==> src/rtl/ibex_mem_arbiter.sv <==
// Two-host (instruction fetch / LSU) arbiter onto one request/grant/rvalid memory port.
// Keeps the request stable until it is granted and returns each response to the host that issued it, in issue order.
module ibex_mem_arbiter #(
   parameter int unsigned MaxOutstanding = 2,
   parameter bit          DataPriority   = 1'b1,
   parameter int unsigned CntW           = $clog2(MaxOutstanding + 1)
) (
   input  logic            clk_i,
   input  logic            rst_i,

   input  logic            instr_req_i,
   output logic            instr_gnt_o,
   output logic            instr_rvalid_o,
   input  logic [31:0]     instr_addr_i,
   output logic [31:0]     instr_rdata_o,
   output logic [6:0]      instr_rdata_intg_o,
   output logic            instr_err_o,

   input  logic            data_req_i,
   output logic            data_gnt_o,
   output logic            data_rvalid_o,
   input  logic            data_we_i,
   input  logic [3:0]      data_be_i,
   input  logic [31:0]     data_addr_i,
   input  logic [31:0]     data_wdata_i,
   input  logic [6:0]      data_wdata_intg_i,
   output logic [31:0]     data_rdata_o,
   output logic [6:0]      data_rdata_intg_o,
   output logic            data_err_o,

   output logic            bus_req_o,
   input  logic            bus_gnt_i,
   input  logic            bus_rvalid_i,
   output logic            bus_we_o,
   output logic [3:0]      bus_be_o,
   output logic [31:0]     bus_addr_o,
   output logic [31:0]     bus_wdata_o,
   output logic [6:0]      bus_wdata_intg_o,
   input  logic [31:0]     bus_rdata_i,
   input  logic [6:0]      bus_rdata_intg_i,
   input  logic            bus_err_i,

   output logic [CntW-1:0] outstanding_o,
   output logic            protocol_err_o
);

   localparam int unsigned PtrW = (MaxOutstanding > 1) ? $clog2(MaxOutstanding) : 1;

   localparam logic [0:0] StIdle   = 1'b0;
   localparam logic [0:0] StLocked = 1'b1;

   localparam logic HostInstr = 1'b0;
   localparam logic HostData  = 1'b1;

   logic [0:0]      state_reg;
   logic [0:0]      state_next;
   logic            owner_reg;
   logic            owner_next;
   logic            last_winner_reg;
   logic            last_winner_next;
   logic [PtrW-1:0] wr_ptr_reg;
   logic [PtrW-1:0] wr_ptr_next;
   logic [PtrW-1:0] rd_ptr_reg;
   logic [PtrW-1:0] rd_ptr_next;
   logic [CntW-1:0] count_reg;
   logic [CntW-1:0] count_next;
   logic            protocol_err_reg;
   logic            protocol_err_next;

   logic [MaxOutstanding-1:0] id_vec;

   logic sel_valid;
   logic sel_data;
   logic fifo_full;
   logic fifo_empty;
   logic push;
   logic pop;
   logic head_id;

   function automatic logic [PtrW-1:0] ptr_inc(input logic [PtrW-1:0] ptr);
      if (ptr == PtrW'(MaxOutstanding - 1)) begin
         return '0;
      end
      return ptr + PtrW'(1);
   endfunction

   assign fifo_full  = (count_reg == CntW'(MaxOutstanding));
   assign fifo_empty = (count_reg == '0);

   // New winners are only picked from IDLE; once LOCKED the owner keeps the bus until granted or it withdraws.
   always_comb begin
      sel_valid = 1'b0;
      sel_data  = HostInstr;
      if (state_reg == StLocked) begin
         sel_data  = owner_reg;
         sel_valid = (owner_reg == HostData) ? data_req_i : instr_req_i;
      end else if (!fifo_full) begin
         if (data_req_i && instr_req_i) begin
            sel_valid = 1'b1;
            if (DataPriority) begin
               sel_data = HostData;
            end else begin
               sel_data = (last_winner_reg == HostInstr) ? HostData : HostInstr;
            end
         end else if (data_req_i) begin
            sel_valid = 1'b1;
            sel_data  = HostData;
         end else if (instr_req_i) begin
            sel_valid = 1'b1;
            sel_data  = HostInstr;
         end
      end
   end

   assign push = sel_valid & bus_gnt_i;
   assign pop  = bus_rvalid_i & ~fifo_empty;

   always_comb begin
      state_next       = state_reg;
      owner_next       = owner_reg;
      last_winner_next = last_winner_reg;
      if (push) begin
         last_winner_next = sel_data;
      end
      if (state_reg == StIdle) begin
         if (sel_valid && !bus_gnt_i) begin
            state_next = StLocked;
            owner_next = sel_data;
         end
      end else begin
         if (push || !sel_valid) begin
            state_next = StIdle;
         end
      end
   end

   always_comb begin
      wr_ptr_next       = wr_ptr_reg;
      rd_ptr_next       = rd_ptr_reg;
      count_next        = count_reg;
      protocol_err_next = protocol_err_reg;
      if (push) begin
         wr_ptr_next = ptr_inc(wr_ptr_reg);
      end
      if (pop) begin
         rd_ptr_next = ptr_inc(rd_ptr_reg);
      end
      if (push && !pop) begin
         count_next = count_reg + CntW'(1);
      end else if (pop && !push) begin
         count_next = count_reg - CntW'(1);
      end
      if (bus_rvalid_i && fifo_empty) begin
         protocol_err_next = 1'b1;
      end
   end

   always_ff @(posedge clk_i) begin
      if (rst_i) begin
         state_reg        <= StIdle;
         owner_reg        <= HostInstr;
         last_winner_reg  <= HostInstr;
         wr_ptr_reg       <= '0;
         rd_ptr_reg       <= '0;
         count_reg        <= '0;
         protocol_err_reg <= 1'b0;
      end else begin
         state_reg        <= state_next;
         owner_reg        <= owner_next;
         last_winner_reg  <= last_winner_next;
         wr_ptr_reg       <= wr_ptr_next;
         rd_ptr_reg       <= rd_ptr_next;
         count_reg        <= count_next;
         protocol_err_reg <= protocol_err_next;
      end
   end

   // One host-ID flop per order-FIFO slot.
   for (genvar gi = 0; gi < MaxOutstanding; gi++) begin : g_order
      logic entry_reg;
      always_ff @(posedge clk_i) begin
         if (rst_i) begin
            entry_reg <= HostInstr;
         end else if (push && (wr_ptr_reg == PtrW'(gi))) begin
            entry_reg <= sel_data;
         end
      end
      assign id_vec[gi] = entry_reg;
   end

   assign head_id = id_vec[rd_ptr_reg];

   always_comb begin
      bus_we_o         = 1'b0;
      bus_be_o         = 4'h0;
      bus_addr_o       = 32'h0;
      bus_wdata_o      = 32'h0;
      bus_wdata_intg_o = 7'h0;
      if (sel_valid) begin
         if (sel_data == HostData) begin
            bus_we_o         = data_we_i;
            bus_be_o         = data_be_i;
            bus_addr_o       = data_addr_i;
            bus_wdata_o      = data_wdata_i;
            bus_wdata_intg_o = data_wdata_intg_i;
         end else begin
            bus_be_o   = 4'hF;
            bus_addr_o = instr_addr_i;
         end
      end
   end

   assign bus_req_o   = sel_valid;
   assign instr_gnt_o = push & (sel_data == HostInstr);
   assign data_gnt_o  = push & (sel_data == HostData);

   assign instr_rvalid_o = pop & (head_id == HostInstr);
   assign data_rvalid_o  = pop & (head_id == HostData);
   assign instr_err_o    = bus_err_i & instr_rvalid_o;
   assign data_err_o     = bus_err_i & data_rvalid_o;

   assign instr_rdata_o      = bus_rdata_i;
   assign instr_rdata_intg_o = bus_rdata_intg_i;
   assign data_rdata_o       = bus_rdata_i;
   assign data_rdata_intg_o  = bus_rdata_intg_i;

   assign outstanding_o  = count_reg;
   assign protocol_err_o = protocol_err_reg;

endmodule

==> config.mk <==
export PLATFORM = sky130hd
export DESIGN_NAME = ibex_mem_arbiter
export DESIGN_NICKNAME = d
export VERILOG_FILES = /design/src/rtl/ibex_mem_arbiter.sv
export SDC_FILE = /design/constraint.sdc
export NUM_CORES = 1
export LEC_CHECK = 0
export ABC_AREA = 1
export CAP_MARGIN = 5
export CORE_AREA = 2 2 124 126
export CTS_CLUSTER_DIAMETER = 40
export DETAILED_ROUTE_END_ITERATION = 16
export DIE_AREA = 0 0 126 128
export GPL_TIMING_DRIVEN = 1
export SLEW_MARGIN = 20
export SYNTH_ARGS = -nofsm -noshare
export SYNTH_HDL_FRONTEND = slang
export SYNTH_SLANG_ARGS = --single-unit
==> constraint.sdc <==
create_clock -name clk_i -period 4.3 [get_ports clk_i]
set_clock_uncertainty 0.15 [all_clocks]
set_input_delay 0.86 -clock clk_i [delete_from_list [all_inputs] [get_ports clk_i]]
set_output_delay 0.86 -clock clk_i [all_outputs]
set_load 0.05 [all_outputs]
==> results_dict.tcl <==
set metrics [dict create \
    synth.most_common_cell "nor2_1" \
    cts_repair_resize_count 0 \
    synth.area.top_cells "buf_4, nor2_1, nand2_1, dfxtp_1, o21ai_0" \
    period_share 0.8436 \
    routed_wl_mm 9.085 \
    synth_ff_type "dfxtp_1" \
    area_growth_pct 125.7 \
    async_reset_ff_frac 0 \
    drt_iter0_markers 82 \
    crit_type "in -> out" \
    cts_max_level 1 \
    grt_max_degree 51 \
    end_kind "output port" \
    cts_root_buf "clkbuf_16" \
    instances_no_fill 658 \
    antenna_found_initial 0 \
    drt-vias-per-instance 3.667 \
    setup_tns_ns 0 \
    cts_setup_buffers 0 \
    antenna_cells 0 \
    maxSlewViolCount 0 \
    drive_above_1_share 0.1936 \
    synth-seq-cells 9 \
    drc 0 \
    die_area_um2 16130 \
    clk_pin_slew_ns 0.04 \
    cp.required_ns 3.29 \
    cp_max_fo 50 \
    yosys-top-cells-count "nor2_1, buf_4, nand2_1" \
    synth_seq_area_share 0.09308 \
    finalWeightedCongestion 0.7365 \
    outcome "complete, no violations" \
    whs_ns 0.3248 \
    rows 45 \
    fin_nets 626 \
    wl_per_cell_um 13.81 \
    grt_pass1_vias 2291 \
    dp.cells 654 \
    power_density_nw_per_um2 658.6 \
    finalHoldViolCount 0 \
    cts_buffers 3 \
    grt_usage 0.1013 \
    clk_latency_ns 0.24 \
    vias 2413 \
    clock.fmax_ghz 0.2757 \
    syn_inst 360 \
    dp_slack_ns 0.6662 \
    cts_tree "yes" \
    crit_path_start_kind "primary input" \
    start_util 0.1302 \
    cts_sinks 9 \
    slew_headroom 0.6238 \
    first_pass_iters 4 \
    setup_viol 0 \
    overflow 0 \
    die_w_um 126 \
    synth_cell_types 20 \
    coreArea_um2 14860 \
    dp_hpwl_mm 7.651 \
    synth_edf_count 0 \
    ios 318 \
    cts_buffer_depth 2 \
    die-height_um 128 \
    port_buffers 200 \
    drv_cap 0 \
    total_power_uw 2877 \
    worstMarginPinSlew_ns 0.5635 \
    final_antenna_net_count 0 \
    synth_fp_nets 515 \
    period_needed_ns 3.628 \
    ir_worst_vdd_mv 0.3854 \
    yosysWarningCount 0 \
    grt_pass1_wl_mm 13.18 \
    synth_top_area_cell "buf_4" \
    grt_setup_unrepaired "false" \
    hold_path_class "reg -> reg" \
    setup_slack_ns 0.6723 \
    synth_area_um2 1936 \
    holdBufCountCts 0 \
    postSynthAreaPerCell_um2 5.377 \
    netlist.area_leader.share 0.3258 \
    cp.arrival_ns 2.62 \
    p_leak_uw 0.001836 \
]
## area by class of cell
type / instances / area (um2)
Sequential cell: 9 / 180.2
Tap cell: 188 / 235.2
Timing Repair Buffer: 204 / 2823
Multi-Input combinational cell: 232 / 973.4
Clock buffer: 4 / 78.83
Inverter: 21 / 78.83
Fill cell: 1583 / 10500
## logic make-up after synthesis
family | after synthesis | synth area share
AO/OA/AOI/OAI | 50 | 0.1358
adder cells (fa/ha/maj) | 1 | 0.006463
buffers and inverters | 119 | 0.4040
flip-flops | 9 | 0.09308
AND/OR/NAND/NOR | 181 | 0.3607
## final timing paths
kind / startpoint / to / slack [ns] / depth (start not counted)
max reg2reg: outstanding_o[0] / outstanding_o[1] / 1.93 / 12
min reg2reg: rd_ptr_reg / rd_ptr_reg / 0.32 / 2
min: rd_ptr_reg / rd_ptr_reg / 0.32 / 2
max: data_req_i / bus_addr_o[13] / 0.67 / 9
## layout by cell type, fill, tap and decap left out
cell type and count:
clkbuf_1 1, clkbuf_16 3, a21oi_1 6, buf_12 79
nand4_1 2, clkdlybuf4s50_1 121, a21oi_4 1, nand2_1 56
buf_4 4, inv_2 2, nand3_1 4, nand2_2 2
inv_1 19, nor2_1 114, o21ai_1 6, o21ai_0 36
dfxtp_1 9, a31oi_1 1, nor3_1 3, ha_1 1
## worst max-delay path, cell delays in order
cell and delay (ns):
clkdlybuf4s50_1 0.47, inv_1 0.06, nand2_1 0.06, nand3_1 0.07
nand2_2 0.08, buf_4 0.42, o21ai_0 0.18, nor2_1 0.20
buf_12 0.16
## layer usage
layer | routed length, um | share of wire | vias to the layer above | track usage
met5 | 0 | 0 | - | 0
met4 | 85 | 0.0094 | 0 | 0.01034
met3 | 1242 | 0.14 | 14 | 0.05801
met2 | 4276 | 0.47 | 178 | 0.1686
met1 | 3482 | 0.38 | 972 | 0.1174
li1 | - | - | 1249 | -
## metrics by stage
stage / area (um2) / util
3_5_place_dp: 4290 / 0.2886
6_report: 4369 / 0.2939
3_3_place_gp: 4290 / 0.2886
2_1_floorplan: 1936 / -
4_1_cts: 4369 / 0.2939
5_1_grt: 4369 / 0.2939
## power by group
part / leakage [uW] / internal, uW / switching [uW]
Combinational: 0.00172 / 1090 / 1490
Sequential: 0.0000743 / 108 / 22.1
Clock: 0.0000382 / 124 / 41.5
Total: 0.00184 / 1320 / 1560
No activity file was read; power rests on OpenSTA's default activity.
